### src/rtl/cbus_timer_irq_if.sv
// Common-bus slave port of the timer: request/acknowledge handshake with
// byte strobes (wstrb == 0 is a read) and read-data return.
interface cbus_timer_irq_if;
  logic        timer_valid;
  logic        timer_ready;
  logic [3:0]  timer_wstrb;
  logic [31:0] timer_addr;
  logic [31:0] timer_wdata;
  logic [31:0] timer_rdata;

  modport master (
    output timer_valid, timer_wstrb, timer_addr, timer_wdata,
    input  timer_ready, timer_rdata
  );

  modport slave (
    input  timer_valid, timer_wstrb, timer_addr, timer_wdata,
    output timer_ready, timer_rdata
  );
endinterface

### src/rtl/cbus_timer_irq.sv
// Memory-mapped 32-bit timer: prescaler, compare match with optional
// auto-reload, sticky MATCH flag and registered level interrupt.
// Bus accesses take two cycles: request sampled in IDLE, one-cycle ACK
// during which ready is high and the write is committed at its end.
module cbus_timer_irq #(
  parameter logic [31:0] BASE_ADDR  = 32'h5000_0000,
  parameter int unsigned PRESCALE_W = 16
) (
  input  logic             clk,
  input  logic             resetn,
  cbus_timer_irq_if.slave  bus,
  output logic             irq_out,
  input  logic             eoi_in
);

  typedef enum logic {S_IDLE, S_ACK} state_t;

  localparam logic [5:0] R_CTRL     = 6'd0;
  localparam logic [5:0] R_PRESCALE = 6'd1;
  localparam logic [5:0] R_COMPARE  = 6'd2;
  localparam logic [5:0] R_COUNT    = 6'd3;
  localparam logic [5:0] R_STATUS   = 6'd4;

  state_t                state_q, state_d;
  logic [5:0]            op_idx_q, op_idx_d;
  logic [3:0]            op_strb_q, op_strb_d;
  logic [31:0]           op_wdata_q, op_wdata_d;
  logic [31:0]           rdata_q, rdata_d;

  logic [2:0]            ctrl_q, ctrl_d;
  logic [PRESCALE_W-1:0] prescale_q, prescale_d;
  logic [31:0]           compare_q, compare_d;
  logic [31:0]           count_q, count_d;
  logic                  match_q, match_d;
  logic [PRESCALE_W-1:0] pcnt_q, pcnt_d;
  logic                  irq_q, irq_d;

  logic [7:0]            req_off;
  logic                  wr_en;
  logic                  tick;
  logic                  match_set;
  logic                  match_clr;
  logic [31:0]           cur_val;
  logic [31:0]           wr_merged;

  // BASE_ADDR is 256-byte aligned, so this reduces to addr[7:0].
  assign req_off = bus.timer_addr[7:0] - BASE_ADDR[7:0];

  function automatic logic [31:0] reg_read(input logic [5:0] idx);
    logic [31:0] v;
    v = '0;
    case (idx)
      R_CTRL:     v = {29'd0, ctrl_q};
      R_PRESCALE: v = 32'(prescale_q);
      R_COMPARE:  v = compare_q;
      R_COUNT:    v = count_q;
      R_STATUS:   v = {31'd0, match_q};
      default:    v = '0;
    endcase
    return v;
  endfunction

  function automatic logic [31:0] merge_bytes(input logic [31:0] old_v,
                                              input logic [31:0] new_v,
                                              input logic [3:0]  strb);
    logic [31:0] v;
    v = old_v;
    for (int unsigned b = 0; b < 4; b++) begin
      if (strb[b]) v[8*b +: 8] = new_v[8*b +: 8];
    end
    return v;
  endfunction

  // Bus FSM next state; latches the request and snapshots read data in IDLE.
  always_comb begin
    state_d    = state_q;
    op_idx_d   = op_idx_q;
    op_strb_d  = op_strb_q;
    op_wdata_d = op_wdata_q;
    rdata_d    = rdata_q;
    case (state_q)
      S_IDLE: begin
        if (bus.timer_valid) begin
          state_d    = S_ACK;
          op_idx_d   = req_off[7:2];
          op_strb_d  = bus.timer_wstrb;
          op_wdata_d = bus.timer_wdata;
          rdata_d    = reg_read(req_off[7:2]);
        end
      end
      S_ACK:   state_d = S_IDLE;
      default: state_d = S_IDLE;
    endcase
  end

  // Bus FSM state and latched-request registers.
  always_ff @(posedge clk or negedge resetn) begin
    if (!resetn) begin
      state_q    <= S_IDLE;
      op_idx_q   <= '0;
      op_strb_q  <= '0;
      op_wdata_q <= '0;
      rdata_q    <= '0;
    end else begin
      state_q    <= state_d;
      op_idx_q   <= op_idx_d;
      op_strb_q  <= op_strb_d;
      op_wdata_q <= op_wdata_d;
      rdata_q    <= rdata_d;
    end
  end

  assign bus.timer_ready = (state_q == S_ACK);
  assign bus.timer_rdata = rdata_q;
  assign irq_out         = irq_q;

  assign wr_en     = (state_q == S_ACK) && (op_strb_q != 4'd0);
  assign tick      = ctrl_q[0] && (pcnt_q == prescale_q);
  assign cur_val   = reg_read(op_idx_q);
  assign wr_merged = merge_bytes(cur_val, op_wdata_q, op_strb_q);

  // Timer datapath: tick-driven updates first, then bus writes override,
  // then MATCH set wins over any clear in the same cycle.
  always_comb begin
    ctrl_d     = ctrl_q;
    prescale_d = prescale_q;
    compare_d  = compare_q;
    count_d    = count_q;
    pcnt_d     = pcnt_q;
    match_set  = 1'b0;
    match_clr  = eoi_in;

    if (!ctrl_q[0] || tick) pcnt_d = '0;
    else                    pcnt_d = pcnt_q + PRESCALE_W'(1);

    if (tick) begin
      if (count_q == compare_q) begin
        match_set = 1'b1;
        count_d   = ctrl_q[1] ? '0 : count_q + 32'd1;
      end else begin
        count_d   = count_q + 32'd1;
      end
    end

    if (wr_en) begin
      case (op_idx_q)
        R_CTRL:     ctrl_d = wr_merged[2:0];
        R_PRESCALE: begin
          prescale_d = wr_merged[PRESCALE_W-1:0];
          pcnt_d     = '0;
        end
        R_COMPARE:  compare_d = wr_merged;
        R_COUNT: begin
          count_d = wr_merged;
          pcnt_d  = '0;
        end
        R_STATUS: begin
          if (op_strb_q[0] && op_wdata_q[0]) match_clr = 1'b1;
        end
        default: ;
      endcase
    end

    if (match_set)      match_d = 1'b1;
    else if (match_clr) match_d = 1'b0;
    else                match_d = match_q;

    irq_d = match_q && ctrl_q[2];
  end

  // Timer register state.
  always_ff @(posedge clk or negedge resetn) begin
    if (!resetn) begin
      ctrl_q     <= '0;
      prescale_q <= '0;
      compare_q  <= '0;
      count_q    <= '0;
      match_q    <= 1'b0;
      pcnt_q     <= '0;
      irq_q      <= 1'b0;
    end else begin
      ctrl_q     <= ctrl_d;
      prescale_q <= prescale_d;
      compare_q  <= compare_d;
      count_q    <= count_d;
      match_q    <= match_d;
      pcnt_q     <= pcnt_d;
      irq_q      <= irq_d;
    end
  end

endmodule

### src/flat_wrapper.sv
// flat-port wrapper written by rule: the top's interface ports become plain ports
module cbus_timer_irq_flat 
#(
  parameter logic [31:0] BASE_ADDR  = 32'h5000_0000,
  parameter int unsigned PRESCALE_W = 16
)
  (clk, resetn, irq_out, eoi_in, bus_timer_valid, bus_timer_wstrb, bus_timer_addr, bus_timer_wdata, bus_timer_ready, bus_timer_rdata);
  cbus_timer_irq_if bus_i ();
  input  logic clk;
  input  logic resetn;
  output logic irq_out;
  input  logic eoi_in;
  input wire logic [$bits(bus_i.timer_valid)-1:0] bus_timer_valid;
  input wire logic [$bits(bus_i.timer_wstrb)-1:0] bus_timer_wstrb;
  input wire logic [$bits(bus_i.timer_addr)-1:0] bus_timer_addr;
  input wire logic [$bits(bus_i.timer_wdata)-1:0] bus_timer_wdata;
  output wire logic [$bits(bus_i.timer_ready)-1:0] bus_timer_ready;
  output wire logic [$bits(bus_i.timer_rdata)-1:0] bus_timer_rdata;
  assign bus_i.timer_valid = bus_timer_valid;
  assign bus_i.timer_wstrb = bus_timer_wstrb;
  assign bus_i.timer_addr = bus_timer_addr;
  assign bus_i.timer_wdata = bus_timer_wdata;
  assign bus_timer_ready = bus_i.timer_ready;
  assign bus_timer_rdata = bus_i.timer_rdata;
  cbus_timer_irq #(.BASE_ADDR(BASE_ADDR), .PRESCALE_W(PRESCALE_W)) u_core (.clk(clk), .resetn(resetn), .bus(bus_i), .irq_out(irq_out), .eoi_in(eoi_in));
endmodule
### config.mk
export PLATFORM = sky130hd
export DESIGN_NAME = cbus_timer_irq_flat
export DESIGN_NICKNAME = d
export VERILOG_FILES = /design/src/rtl/cbus_timer_irq_if.sv /design/src/rtl/cbus_timer_irq.sv /design/src/flat_wrapper.sv
export SDC_FILE = /design/constraint.sdc
export NUM_CORES = 1
export LEC_CHECK = 0
export BUFFER_PORTS_ARGS = -buffer_cell sky130_fd_sc_hd__buf_4
export CAP_MARGIN = 40
export CORE_ASPECT_RATIO = 2
export CORE_MARGIN = 10
export CORE_UTILIZATION = 40
export DETAILED_ROUTE_END_ITERATION = 10
export HOLD_SLACK_MARGIN = 0.03
export SYNTH_ARGS = -nofsm -noshare
export SYNTH_HDL_FRONTEND = slang
export SYNTH_SLANG_ARGS = --single-unit
### constraint.sdc
create_clock -name clk -period 2.75 [get_ports clk]
set_input_delay 0.4125 -clock clk [delete_from_list [all_inputs] [get_ports clk]]
set_output_delay 0.4125 -clock clk [all_outputs]
set_load 0.02 [all_outputs]
==> results of run 1 <==
==> worst reg2reg max path: cells and delay by family (launching register included) <==
| kind | cells | cell delay [ns] |
|---|---|---|
| simple gates | 4 | 0.91 |
| buf+inv | 2 | 0.46 |
| flops | 1 | 0.43 |
| xor+xnor | 1 | 0.33 |
| compound gates | 1 | 0.24 |
==> kinds of logic after synthesis <==
kind of cell | after synthesis | synth area share
xor gates and xnor gates | 71 | 0.0652
and+or+nand+nor | 436 | 0.205
muxes | 68 | 0.0760
buffers and inverters | 95 | 0.0399
adders and majority gates | 2 | 0.00262
AOI/OAI and AO/OA | 229 | 0.149
DFF | 176 | 0.462
==> synthesized netlist by cell type (3+ instances only) <==
cell type	instances
sky130_fd_sc_hd__a21oi_1	92
sky130_fd_sc_hd__o31ai_1	16
sky130_fd_sc_hd__nand3_1	25
sky130_fd_sc_hd__a22oi_1	25
sky130_fd_sc_hd__nand2_1	196
sky130_fd_sc_hd__xnor2_1	56
sky130_fd_sc_hd__o22ai_1	10
sky130_fd_sc_hd__nor4_1	3
sky130_fd_sc_hd__a2bb2oi_1	3
sky130_fd_sc_hd__and2_1	13
sky130_fd_sc_hd__mux2_2	16
sky130_fd_sc_hd__mux2i_1	50
sky130_fd_sc_hd__a31oi_1	23
sky130_fd_sc_hd__nand3b_1	3
sky130_fd_sc_hd__nor4_2	3
sky130_fd_sc_hd__and3_1	10
sky130_fd_sc_hd__a41oi_1	8
sky130_fd_sc_hd__buf_2	18
sky130_fd_sc_hd__nor2_1	123
sky130_fd_sc_hd__a22o_1	13
sky130_fd_sc_hd__nor3_1	10
sky130_fd_sc_hd__inv_1	6
sky130_fd_sc_hd__nand2b_1	3
sky130_fd_sc_hd__o21ai_0	25
sky130_fd_sc_hd__clkbuf_1	69
sky130_fd_sc_hd__o211ai_1	3
sky130_fd_sc_hd__nand4_1	25
sky130_fd_sc_hd__dfrtp_1	176
sky130_fd_sc_hd__xor2_1	15
sky130_fd_sc_hd__and4_1	8
==> state kept, by name (all words and copies together), names as in the netlist <==
signal and flops:
u_core.bus.timer_rdata 32, u_core.match_q 1, u_core.bus.timer_ready 1, u_core.compare_q 32, u_core.count_q 32, u_core.op_wdata_q 32
u_core.ctrl_q 3, u_core.pcnt_q 16, u_core.op_strb_q 4, u_core.prescale_q 16, u_core.op_idx_q 6, u_core.irq_out 1
==> where the power goes <==
part / switching, W / internal, W
Sequential: 0.000739 / 0.00312
Clock: 0.00108 / 0.00166
Combinational: 0.00126 / 0.00108
==> cell type report <==
type / count / area, um2 / share of cell area
Inverter: 7 / 26.3 / 0.00233
Multi-Input combinational cell: 806 / 4780 / 0.424
Clock buffer: 19 / 453 / 0.0402
Timing Repair Buffer: 129 / 1050 / 0.0931
Tap cell: 283 / 354 / 0.0314
Clock inverter: 13 / 209 / 0.0185
Sequential cell: 176 / 4410 / 0.391
==> through the flow <==
stage | instance area (um2) | instances | setup slack, ns | utilization | power [W]
floorplan | 9540 | 1077 | 0.718 | - | 0.00530
global placement | 10600 | 1399 | 0.369 | 0.452 | 0.00618
detailed placement | 10600 | 1400 | 0.346 | 0.453 | 0.00624
CTS | 11300 | 1433 | 0.323 | 0.481 | 0.00901
global route | 11300 | 1433 | 0.199 | 0.481 | 0.00941
finish | 11300 | 1433 | 0.303 | 0.481 | 0.00894
==> timing repair <==
| action | CTS | global route |
|---|---|---|
| hold buffers | 1 | 0 |
| gates resized for setup | 0 | 0 |
| setup endpoints to repair | 0 | 0 |
| endpoints found under the hold margin | 51 | 0 |
==> layout by cell type (no fill, tap or decap), drive strengths merged, types with 3 or more instances in the layout <==
cell type and instances:
nand2 197, dfrtp 176, buf 128, nor2 123
a21oi 92, xnor2 56, mux2i 50, o21ai 26
nand4 25, nand3 25, a22oi 25, a31oi 23
clkbuf 19, mux2 16, o31ai 16, xor2 15
and2 13, a22o 13, and3 10, o22ai 10
nor3 10, and4 8, a41oi 8, inv 8
nor4 7, bufinv 5, clkinv 4, nand3b 3
a2bb2oi 3, o211ai 3, clkinvlp 3, nand2b 3
==> layer usage <==
| metal | vias up | GRT usage | share of wire |
|---|---|---|---|
| met5 | - | 0 | 0 |
| met4 | 0 | 0.0894 | 0.035 |
| met3 | 53 | 0.0344 | 0.027 |
| met2 | 130 | 0.373 | 0.58 |
| met1 | 3924 | 0.186 | 0.35 |
| li1 | 3871 | - | - |
==> worst max-delay path by stage <==
stage / end / startpoint / depth (start not counted)
floorplan: u_core.count_q[1] / u_core.count_q[10] / 8
global placement: u_core.count_q[13] / u_core.prescale_q[15] / 8
detailed placement: u_core.count_q[7] / u_core.prescale_q[15] / 8
CTS: u_core.count_q[7] / u_core.prescale_q[15] / 8
global route: u_core.count_q[13] / u_core.prescale_q[15] / 8
finish: u_core.count_q[7] / u_core.prescale_q[2] / 8
==> impl_metrics.tcl, run 1 <==
set metrics [dict create \
    critical_path_arrival_ns 2.81 \
    worstMarginPinSlew_ns 0.829 \
    detailroute.via_count 7978 \
    ys_seq_elements 176 \
    post_cts_buffers 0 \
    crit_slowest_cell "sky130_fd_sc_hd__dfrtp_1" \
    start_util 0.407 \
    worstSetupEndpointType "flip-flop" \
    min_period_over_period 0.890 \
    largest_stage_delay_on_the_critical_path_ns 0.43 \
    weighted_congestion_at_the_end_of_routability_driven_global_placement 0.903 \
    fill_cells 2297 \
    hold_path_class "primary input to flip-flop" \
    run_status "finished, final reports clean" \
    port_buffers 79 \
    synth.area.top_cells "sky130_fd_sc_hd__dfrtp_1 (46%), sky130_fd_sc_hd__nand2_1 (7.7%), sky130_fd_sc_hd__mux2i_1 (5.2%)" \
    static-leakage-power_nw 5.01 \
    number_of_synthesized_flops_with_an_enable_pin 0 \
    grtUsageTotal 0.192 \
    syn_inst 1077 \
    detail_route.drc_violations 0 \
    drt_iter0_markers 535 \
    p_per_area_mw_per_mm2 793 \
    synth.yosys.warnings 0 \
    setup-tns-final_ns 0 \
    max_freq_mhz 409 \
    min_path_cells 3 \
    cts_root_buf "sky130_fd_sc_hd__clkbuf_16" \
    fp.dieW_um 129 \
    period_needed_ns 2.45 \
    drt-total-wl_um 28900 \
    launch_instance_of_the_worst_min_delay_path "bus_timer_wdata[23]" \
    routed_antenna_nets 0 \
    first_global_vias 8458 \
    design.portCount 106 \
    crit_family "simple AND/OR/NAND/NOR gates" \
    insertion_delay_ns 0.45 \
    rr_worst_depth 8 \
    hold_viol 0 \
    route.detailed.vias_per_inst 5.57 \
    timing.max_cap.violations 0 \
    worst_setup_path_start_kind "flip-flop" \
    skew_ns 0.00683 \
    layout.nets 1211 \
    regToRegEndpoint "u_core.count_q[7]" \
    unrepaired_setup_endpoints_after_global_routing "no" \
    synthDominantAreaCellType "sky130_fd_sc_hd__dfrtp_1" \
    setup_viol 0 \
    drv_slew 0 \
    post_synth_instance_area_mm2 0.00954 \
    normalized_max_slew_margin 0.447 \
    global_route_wire_length_before_repair_um 45800 \
    path_cells "xnor2_1 -> nand4_1 -> nor4_4 -> buf_4 -> and2_1 -> buf_12 -> nand3_1 -> a41oi_1" \
    yosys_most_used_dff "sky130_fd_sc_hd__dfrtp_1" \
    rr_startpoint "u_core.prescale_q[2]" \
    cp_data_required_time_ns 3.11 \
    synth_async_sr_flop_share 1.00 \
    place.detailed.hpwl_um 21800 \
    cts_max_path_buffers 2 \
    synth_largest_type_area_fraction 0.462 \
    final_layout_size_suffix_gt1_frac 0.166 \
    h-tree-depth 4 \
    crit_type "flip-flop to flip-flop" \
    synth.yosys.seq_area_share 0.462 \
    path_max_fanout 18 \
    yosys.cell_types.count 54 \
    post_synth.cell_area_avg_um2 8.86 \
    rows 79 \
    global_route.overflow_total 0 \
    cts_tree "done" \
    cts.clk_slew.worst_paths_ns 0.07 \
    clock_sink_count 176 \
    die_area_mm2 0.0308 \
    cp.buffers_inverters 2 \
    area.growth.synth_to_final_pct 18.1 \
    hold_slack_ns 0.146 \
    drt_first_pass_iters 4 \
    min_delay_worst_endpoint "u_core.op_wdata_q[23]" \
    placeable_core_area_mm2 0.0234 \
    n_antenna_cell 0 \
    regToRegSetupSlack_ns 0.30 \
    detail_route.wl_per_cell_um 20.1 \
    synth_fp_nets 1151 \
    die_h_um 238 \
    largest_net_degree_at_the_start_of_global_routing 58 \
    antenna_violations_before_repair 0 \
    cts_inserted_buffers 17 \
    vdd_drop_max_v 0.000467 \
]
Power figures use the tool's default switching activity.
==> run 2, diff against run 1 <==
- RECOVER_POWER: default -> 100
==> run 2 against run 1 <==
- non-clock buffer count unchanged
- die area stayed put
- largest power group unchanged
- highest routed layer unchanged
- wire length increased by 0.21%
- sequential cell count unchanged
- critical path type unchanged
- sequential power hardly changed
==> impl_metrics.tcl, run 2 (synthesis gave the netlist of run 1 again) <==
set metrics [dict create \
    worstSetupEndpointType "flip-flop" \
    insertion_delay_ns 0.45 \
    weighted_congestion_at_the_end_of_routability_driven_global_placement 0.903 \
    setup_ws_ns 0.220 \
    detail_route.wl_per_cell_um 20.2 \
    drv_slew 0 \
    port_buffers 79 \
    most_common_library_cell_in_the_layout_ignoring_fill_and_taps "sky130_fd_sc_hd__nand2_1" \
    clock_sink_count 176 \
    post_cts_resize_count 0 \
    max_freq_mhz 395 \
    dpl_worst_slack_ns 0.346 \
    global_route_wire_length_before_repair_um 45800 \
    fp.dieW_um 129 \
    design.portCount 106 \
    cts.clk_slew.worst_paths_ns 0.07 \
    area.growth.synth_to_final_pct 15.6 \
    layout.nets 1211 \
    place.detailed.hpwl_um 21800 \
    run_status "finished, final reports clean" \
    crit_type "flip-flop to flip-flop" \
    skew_ns 0.00700 \
    critical_path_arrival_ns 2.90 \
    unrepaired_setup_endpoints_after_global_routing "no" \
    start_util 0.407 \
    detailroute.via_count 8024 \
    h-tree-depth 4 \
    cts_tree "done" \
    drt_iter0_markers 526 \
    cts_root_buf "sky130_fd_sc_hd__clkbuf_16" \
    path_max_fanout 9 \
    drt_first_pass_iters 5 \
    global_route.overflow_total 0 \
    grtUsageMet1 0.186 \
    fill_cells 2341 \
    setup-tns-final_ns 0 \
    cp_data_required_time_ns 3.12 \
    final_cell_count_no_fill 1433 \
    timing.max_cap.violations 0 \
    die_area_mm2 0.0308 \
    first_global_vias 8458 \
    p_per_area_mw_per_mm2 807 \
    detail_route.drc_violations 0 \
    setup_viol 0 \
    globalRouteMet2Util 0.373 \
    n_antenna_cell 0 \
    vdd_drop_max_v 0.000468 \
    postLayoutCoreUtil 0.471 \
    cts_inserted_buffers 17 \
    routed_antenna_nets 0 \
    final_layout_size_suffix_gt1_frac 0.130 \
    worstMarginPinSlew_ns 1.50 \
    static-leakage-power_nw 4.83 \
    cts_max_path_buffers 2 \
    period_needed_ns 2.53 \
    mostFrequentLayoutCells "sky130_fd_sc_hd__nand2_1 (197), sky130_fd_sc_hd__dfrtp_1 (175), sky130_fd_sc_hd__nor2_1 (123), sky130_fd_sc_hd__a21oi_1 (92), sky130_fd_sc_hd__buf_4 (79)" \
    met3_usage 0.0344 \
    antenna_violations_before_repair 0 \
    hold_path_class "primary input to flip-flop" \
    rows 79 \
    grtUsageTotal 0.192 \
    largest_net_degree_at_the_start_of_global_routing 58 \
    normalized_max_slew_margin 0.00288 \
    placeable_core_area_mm2 0.0234 \
    worst_setup_path_start_kind "flip-flop" \
    route.detailed.vias_per_inst 5.60 \
    hold_viol 0 \
    busiest_layer "met2" \
    drt-total-wl_um 28900 \
    die_h_um 238 \
    final_design_area_excluding_fillers_mm2 0.0110 \
    min_period_over_period 0.920 \
    placed_cells 1400 \
    area_after_dpl_mm2 0.0106 \
]
-- run 2: area by class of cell --
cell class | instances | area (um2) | share of cell area
multi-input combinational | 806 | 4750 | 0.430
inverter | 7 | 26.3 | 0.00238
clock buffer | 19 | 453 | 0.0411
clock inverter | 13 | 209 | 0.0189
tap | 283 | 354 | 0.0321
sequential | 176 | 4410 | 0.399
timing repair buffer | 129 | 836 | 0.0758
-- run 2: where the power goes --
group / switching [W] / internal, W
clock: 0.00109 / 0.00166
combinational: 0.00126 / 0.00105
sequential: 0.000736 / 0.00312
-- run 2: metal layers --
layer  wire (um)  share of wire
met1       10200           0.35
met2       16800           0.58
met3         861          0.030
met4        1070          0.037
met5           0              0
-- run 2: per-stage QoR --
stage               total power [W]  hold WS [ns]
global route                0.00937         0.135
finish                      0.00891         0.145
floorplan                   0.00530         0.117
CTS                         0.00901         0.127
detailed placement          0.00624         0.417
global placement            0.00618         0.411
-- run 2: timing repair --
| action | in CTS | in global routing |
|---|---|---|
| endpoints found under the hold margin | 51 | 0 |
| setup endpoints to repair | 0 | 0 |
| buffers inserted | 0 | 0 |
| hold buffers | 1 | 0 |
-- run 2: worst max-delay path: stages, from the launching register on --
cell                      delay (ns)
sky130_fd_sc_hd__dfrtp_1        0.43
sky130_fd_sc_hd__xnor2_1        0.33
sky130_fd_sc_hd__nand4_1        0.19
sky130_fd_sc_hd__nor4_4         0.36
sky130_fd_sc_hd__nand2_1        0.29
sky130_fd_sc_hd__or4b_1         0.59
sky130_fd_sc_hd__a41oi_1        0.24
-- run 2: worst paths after layout --
kind | startpoint | endpoint | slack (ns) | cells past startpoint
max | u_core.prescale_q[2] | u_core.count_q[17] | 0.22 | 6
min | bus_timer_wdata[23] | u_core.op_wdata_q[23] | 0.15 | 3
max reg2reg | u_core.prescale_q[2] | u_core.count_q[17] | 0.22 | 6
min reg2reg | u_core.bus.timer_rdata[10] | u_core.bus.timer_rdata[10] | 0.48 | 2
max in group asynchronous | resetn | u_core.pcnt_q[8] | 0.54 | 3
min in group asynchronous | resetn | u_core.op_wdata_q[19] | 0.84 | 2
